--- config.mk ---
export PLATFORM = sky130hd
export DESIGN_NAME = rr_decoder_arbiter
export DESIGN_NICKNAME = d
export VERILOG_FILES = /design/src/rtl/rr_decoder_arbiter.sv
export SDC_FILE = /design/constraint.sdc
export NUM_CORES = 1
export LEC_CHECK = 0
export BUFFER_PORTS_ARGS = -buffer_cell sky130_fd_sc_hd__buf_2
export CORE_MARGIN = 5
export CORE_UTILIZATION = 45
export DETAILED_ROUTE_END_ITERATION = 10
export HOLD_SLACK_MARGIN = 0.03
export PLACE_DENSITY = 0.76
export SLEW_MARGIN = 25
export SYNTH_ARGS = -nofsm -noshare
export SYNTH_HDL_FRONTEND = slang
export SYNTH_SLANG_ARGS = --single-unit
--- constraint.sdc ---
create_clock -name clk -period 4.2 [get_ports clk]
set_input_delay 0.21 -clock clk [delete_from_list [all_inputs] [get_ports clk]]
set_output_delay 0.21 -clock clk [all_outputs]
set_load 0.05 [all_outputs]
--- src/rtl/rr_decoder_arbiter.sv ---
// Four-requester round-robin arbiter driving a 2-to-4 select decoder (index + enable) with a registered one-hot grant.
// Optional hold-timeout enabled by defining ARB_TIMEOUT_EN.
module rr_decoder_arbiter #(
    parameter int MAX_HOLD = 8,
    parameter int CNT_W    = 4
) (
    input  logic       clk,
    input  logic       rst_n,
    input  logic [3:0] req,
    output logic [3:0] gnt,
    output logic [1:0] gnt_idx,
    output logic       gnt_vld,
    output logic       timeout
);

    typedef enum logic {IDLE = 1'b0, BUSY = 1'b1} state_t;

    localparam logic [CNT_W-1:0] HOLD_LAST = CNT_W'(MAX_HOLD - 1);

    state_t           state;
    logic [1:0]       last_idx;
    logic [CNT_W-1:0] hold_cnt;

    logic [3:0] owner_onehot;
    logic [3:0] cand_mask;
    logic       win_vld;
    logic [1:0] win_idx;

    // In BUSY the owner's bit is excluded: on release it is already low,
    // on a forced end it must not win its own re-arbitration.
    always_comb begin
        owner_onehot = 4'b0001 << gnt_idx;
        cand_mask    = (state == BUSY) ? (req & ~owner_onehot) : req;
        win_vld      = 1'b0;
        win_idx      = 2'b00;
        for (int i = 0; i < 4; i++) begin
            if (!win_vld && cand_mask[last_idx + 2'(i + 1)]) begin
                win_vld = 1'b1;
                win_idx = last_idx + 2'(i + 1);
            end
        end
    end

    always_ff @(posedge clk) begin
        if (!rst_n) begin
            state    <= IDLE;
            gnt      <= 4'b0000;
            gnt_idx  <= 2'b00;
            gnt_vld  <= 1'b0;
            timeout  <= 1'b0;
            last_idx <= 2'b11;
            hold_cnt <= '0;
        end else begin
            timeout <= 1'b0;
            case (state)
                IDLE: begin
                    if (win_vld) begin
                        state    <= BUSY;
                        gnt      <= 4'b0001 << win_idx;
                        gnt_idx  <= win_idx;
                        gnt_vld  <= 1'b1;
                        last_idx <= win_idx;
                        hold_cnt <= '0;
                    end
                end
                BUSY: begin
                    if (!req[gnt_idx]) begin
                        hold_cnt <= '0;
                        if (win_vld) begin
                            gnt      <= 4'b0001 << win_idx;
                            gnt_idx  <= win_idx;
                            last_idx <= win_idx;
                        end else begin
                            state   <= IDLE;
                            gnt     <= 4'b0000;
                            gnt_idx <= 2'b00;
                            gnt_vld <= 1'b0;
                        end
`ifdef ARB_TIMEOUT_EN
                    end else if (hold_cnt == HOLD_LAST) begin
                        // Forced end: hand over if anyone else waits, otherwise
                        // the owner restarts a fresh ownership.
                        timeout  <= 1'b1;
                        hold_cnt <= '0;
                        if (win_vld) begin
                            gnt      <= 4'b0001 << win_idx;
                            gnt_idx  <= win_idx;
                            last_idx <= win_idx;
                        end else begin
                            last_idx <= gnt_idx;
                        end
`endif
                    end else if (hold_cnt != HOLD_LAST) begin
                        hold_cnt <= hold_cnt + 1'b1;
                    end
                end
                default: state <= IDLE;
            endcase
        end
    end

endmodule
### Yosys cells after proc, flatten, opt, wreduce, memory -nomap -nowiden

Index checks and enable logic that the tools add are counted.
W data, S select, Z words.

| storage, ports and cells | value |
|---|---|
| bits in registers | 10 |
| bits of input ports | 6 |
| output and inout bits | 8 |
| logic and storage cells | 66 |

| cells by class | value |
|---|---|
| add/sub/neg operators | 3 |
| order comparisons | 5 |
| equality and inequality tests | 3 |
| shift operators | 2 |
| mux-type cells | 37 |
| bitwise operators | 3 |
| reduce and logical (&&, ||, !) cells | 8 |

Operator list:

| kind | count |
|---|---|
| $mux W2 | 9 |
| $mux W4 | 4 |
| $lt A2 B3 Y1 const B | 5 |
| $mux W1 | 14 |
| $bmux W1 S2 | 5 |
| $pmux W2 S2 | 2 |
| $pmux W4 S2 | 1 |
| $shl A1 B2 Y4 const A | 2 |
| $ne A2 B2 Y1 const B | 3 |
| $add A2 B2 Y2 const B | 2 |
| $and A4 B4 Y4 | 1 |
| $not A4 Y4 | 1 |
| $pmux W1 S2 | 2 |
| $logic_and A1 B1 Y1 | 3 |
| $logic_not A1 Y1 | 3 |
| $reduce_and A3 Y1 | 1 |
| $add A2 B1 Y2 const B | 1 |
| $reduce_and A2 Y1 | 1 |
| $not A1 Y1 | 1 |

### Longest topological paths before layout

| depth | value |
|---|---|
| depth in word-level cells | 20 |
| gate-level depth with buffers | 10 |
| gate-level depth less buffers | 9 |

### Worst setup path after synthesis

OpenSTA, ideal clock, no wires.

| path | value |
|---|---|
| kind | flip-flop to flip-flop |
| start | reg gnt_idx[0] |
| end | reg gnt[0] |
| setup time | 0.117 ns |
| data arrival time | 2.221 ns |
| data required time | 4.083 ns |
| path slack | 1.862 ns |
| stages on the path, launching flop included | 11 |
| path buffers | 1 |
| clock period less this slack | 2.338 ns |
| cells stage by stage | dfxtp_1 -> buf_6 -> mux2_4 -> o22a_2 -> nor2_1 -> ha_1 -> or2b_1 -> a21oi_2 -> o31a_1 -> nor2b_2 -> a22o_1 |

| on the way | value |
|---|---|
| longest elaborated chain between the ends | 20 |
| elaborated cells on any way between the ends | 36 |
| classes of those cells | eq/ne (2); shift (2); mux (23); bitwise (2); reduce/logical (7) |

RTL lines:

| what | line | source |
|---|---|---|
| start: declaration | 11 | `output logic [1:0] gnt_idx,` |
| start signal: assignment | 60 | `gnt_idx <= win_idx;` |
| start signal: assignment | 71 | `gnt_idx <= win_idx;` |
| $shl A1 B2 Y4 | 32 | `owner_onehot = 4'b0001 << gnt_idx;` |
| $not A4 Y4 | 33 | `cand_mask = (state == BUSY) ? (req & ~owner_onehot) : req;` |
| $and A4 B4 Y4 | 33 |  |
| $mux W4 | 33 |  |
| $bmux W1 S2 | 37 | `if (!win_vld && cand_mask[last_idx + 2'(i + 1)]) begin` |
| $mux W1 (implied by the code) | 37 |  |
| $mux W1 | 37 |  |
| $logic_not A1 Y1 | 37 |  |
| [4 not listed] | - |  |
| $mux W1 | 37 |  |
| $logic_not A1 Y1 | 37 |  |
| $logic_and A1 B1 Y1 | 37 |  |
| $mux W2 | 37 |  |
| $shl A1 B2 Y4 | 59, 70 |  |
| $mux W4 | 69 | `if (win_vld) begin` |
| $mux W4 | 67 | `if (!req[gnt_idx]) begin` |
| $pmux W4 S2 | 55 | `case (state)` |
| end signal: assignment | 59 | `gnt <= 4'b0001 << win_idx;` |
| end signal: assignment | 70 | `gnt <= 4'b0001 << win_idx;` |
| end: declaration | 10 | `output logic [3:0] gnt,` |

Several ways; a longest one is shown, not always the timed one. The select of a mux whose other input is x is not followed.
A chain may end at the register's enable or synchronous reset.

### Worst setup path after layout

Same ends and word-level chain as after synthesis.

==> run summary <==
Die W - 51.2 um
Core ar. - 1560 um2
Cts hold-fix bufs - 0
Inserted Diodes - 0
Die H - 51.2 um
Syn Nets - 93
Worst Hold Class - in -> reg
Setup Buffers After CTS - 0
Fin crit period - 2.34 ns
R2R Path Start - gnt_idx[0]
Reg2Reg Depth - 9
YS warnings - 0
Yosys reg bits - 10
Period utilization - 0.557
Clk_lat worst skew - 0.26 ns
Library cells used by synthesis - 41
Starting Density - 0.490
DRC errors left - 0
CTS tree - built
Io pins - 14
Area leader, netlist - dfxtp_1
Initial antenna violation count - 0
Async SR Flop Fraction - 0
Post-DRT Antenna Nets - 0
Top FF cell, synth - dfxtp_1
RR Endpoint - gnt[0]
CTS H-Tree Depth - 1
Top post-synthesis cells by count - nand2_1 (13), dfxtp_1 (10), a21oi_1 (5), inv_1 (4), o21ai_0 (4)
FF-to-FF setup slack - 1.86 ns
Hold path depth - 2
Worst setup margin - 1.86 ns
Clock Skew - 0.00248 ns
Max Fclk - 428 MHz
Power per cell area - 540 nW/um2
Max-Cap Viols - 0
Sequential-to-total area share from yosys stat - 0.262
Die area - 2620 um2
First-pass GRT wire length - 2.82 mm
Final global-route overflow total - 0
Cells after synthesis - 86
Pre-CTS setup slack - 1.89 ns
Critical path launch point type - flip-flop
WL/cell - 14.9 um
Root buffer selected by CTS - clkbuf_4
Leakage - 0.354 nW
EDFF count, synth - 0
Worst VDD drop - 0.000270 V
Sink Count - 10
GPL Wtd Cong - 0.847
Critical-path maximum fanout - 10
Critical Path RT - 4.36 ns
Worst-path clk slew - 0.07 ns
Share of the synthesized area in the top cell type - 0.262
Multi-input combinational cell area - 497 um2
Post-Syn Area - 763 um2
Setup TNS - 0 ns
Largest net degree at the start of global routing - 13
FF/Latch Area - 200 um2
Setup CP Type - reg -> reg
Fin Hold WS - 0.169 ns
Via count - 685
Main area contributors after synthesis - dfxtp_1 (26%), nand2_1 (6.4%), buf_6 (4.4%), mux2_4 (3.9%), a311oi_4 (3.4%)
Post_cts resized - 0
Final Util - 0.531
Worst Hold Path EP - last_idx[1]
RSZ-0062 raised after global routing - no
GRT Resource Usage Total - 0.141
Layout Nets - 104
Cts bufs inserted - 3
Avg Synthesized Cell Area - 8.87 um2
Min-delay src - rst_n
Setup crit end kind - flip-flop
Clock buffer depth - 2
Setup Viol. Count Final - 0
# port buffers - 12
Post-Route WL - 1.67 mm
Share of cells above drive strength 1 - 0.271
Placed wire-length estimate - 1.28 mm
Arr. time, crit path - 2.50 ns
Outcome - completed
Vias per cell - 6.12
DR pass1 iterations - 4
Fin. Hold Viols - 0
Vias in the first global route - 629
Placement Cell Area - 792 um2
Fin area - 828 um2
Fill count - 148
DR iter-0 viols - 18
Most frequent cell after synthesis - nand2_1
Site Rows - 14
Max-slew violation count - 0
Syn-to-layout area delta - 8.52%
-- worst max path at each step --
stage / slack (ns) / cells after the start / to / start
final: 1.86 / 9 / gnt[0] / gnt_idx[0]
after global placement: 2.01 / 9 / gnt[0] / gnt_idx[0]
after CTS: 1.87 / 9 / gnt[0] / gnt_idx[0]
after detailed placement: 1.89 / 9 / gnt[0] / gnt_idx[0]
after global routing: 1.71 / 9 / gnt[0] / gnt_idx[0]
after floorplan: 1.86 / 10 / gnt[0] / gnt_idx[0]
-- where the power goes --
group          internal (mW)  total, mW  switching, mW
Sequential             0.115      0.149         0.0343
Combinational         0.0837      0.211          0.127
Clock                 0.0526     0.0875         0.0349
-- kinds of logic after synthesis --
family                     share of synthesized area
xor gates and xnor gates                      0.0115
AOI/OAI and AO/OA                              0.328
other                                        0.00491
adders and majority gates                     0.0164
DFF                                            0.262
buffers and inverters                         0.0869
muxes                                         0.0951
and+or+nand+nor                                0.195
-- per-stage QoR --
| step | power, mW | cells |
|---|---|---|
| floorplan | 0.330 | 86 |
| global placement | 0.356 | 108 |
| detailed placement | 0.361 | 108 |
| CTS | 0.450 | 112 |
| global route | 0.476 | 112 |
| finish | 0.447 | 112 |
-- sequential cells by signal, summed over array words and instances, names as in the netlist --
register and count:
last_idx 2, gnt 4, gnt_vld 1, state 1, gnt_idx 2
-- layout by cell type, fill, tap and decap left out, drive strengths merged, types with 2 or more instances in the layout --
| master | netlist | final |
|---|---|---|
| a2bb2oi | 2 | 2 |
| dfxtp | 10 | 10 |
| nor2b | 3 | 3 |
| o22ai | 2 | 2 |
| o22a | 3 | 3 |
| mux2 | 2 | 2 |
| or2b | 3 | 3 |
| a21oi | 6 | 6 |
| nand2 | 13 | 13 |
| a21boi | 3 | 3 |
| mux2i | 2 | 2 |
| nor2 | 3 | 3 |
| o21ai | 4 | 4 |
| buf | 5 | 12 |
| a31o | 2 | 2 |
| nand3b | 2 | 2 |
| inv | 4 | 4 |
| clkbuf | 1 | 4 |
| o211ai | 2 | 2 |
-- critical path, stage by stage (launching register included) --
cell     delay (ns)
dfxtp_1        0.58
mux2_4         0.34
o22a_2         0.23
nor2_1         0.17
ha_1           0.20
or2b_1         0.13
a21oi_2        0.06
o31a_1         0.14
nor2b_2        0.15
a22o_1         0.23
-- final cells by class --
cell class | instances | share of cell area
clock buffers | 4 | 0.0438
multi-input cells | 66 | 0.600
repair buffers | 12 | 0.0725
well taps | 16 | 0.0242
inverters | 4 | 0.0181
flip-flops and latches | 10 | 0.242
-- routing by layer --
layer	track usage	routed length (um)	up-vias	part of all wire
met5	0	0	-	0
met1	0.176	752	327	0.45
met2	0.238	811	24	0.49
met4	0.0538	14	0	0.0084
li1	-	-	332	-
met3	0.0262	93	2	0.056
Note: power is estimated with default switching activity, not from simulation.
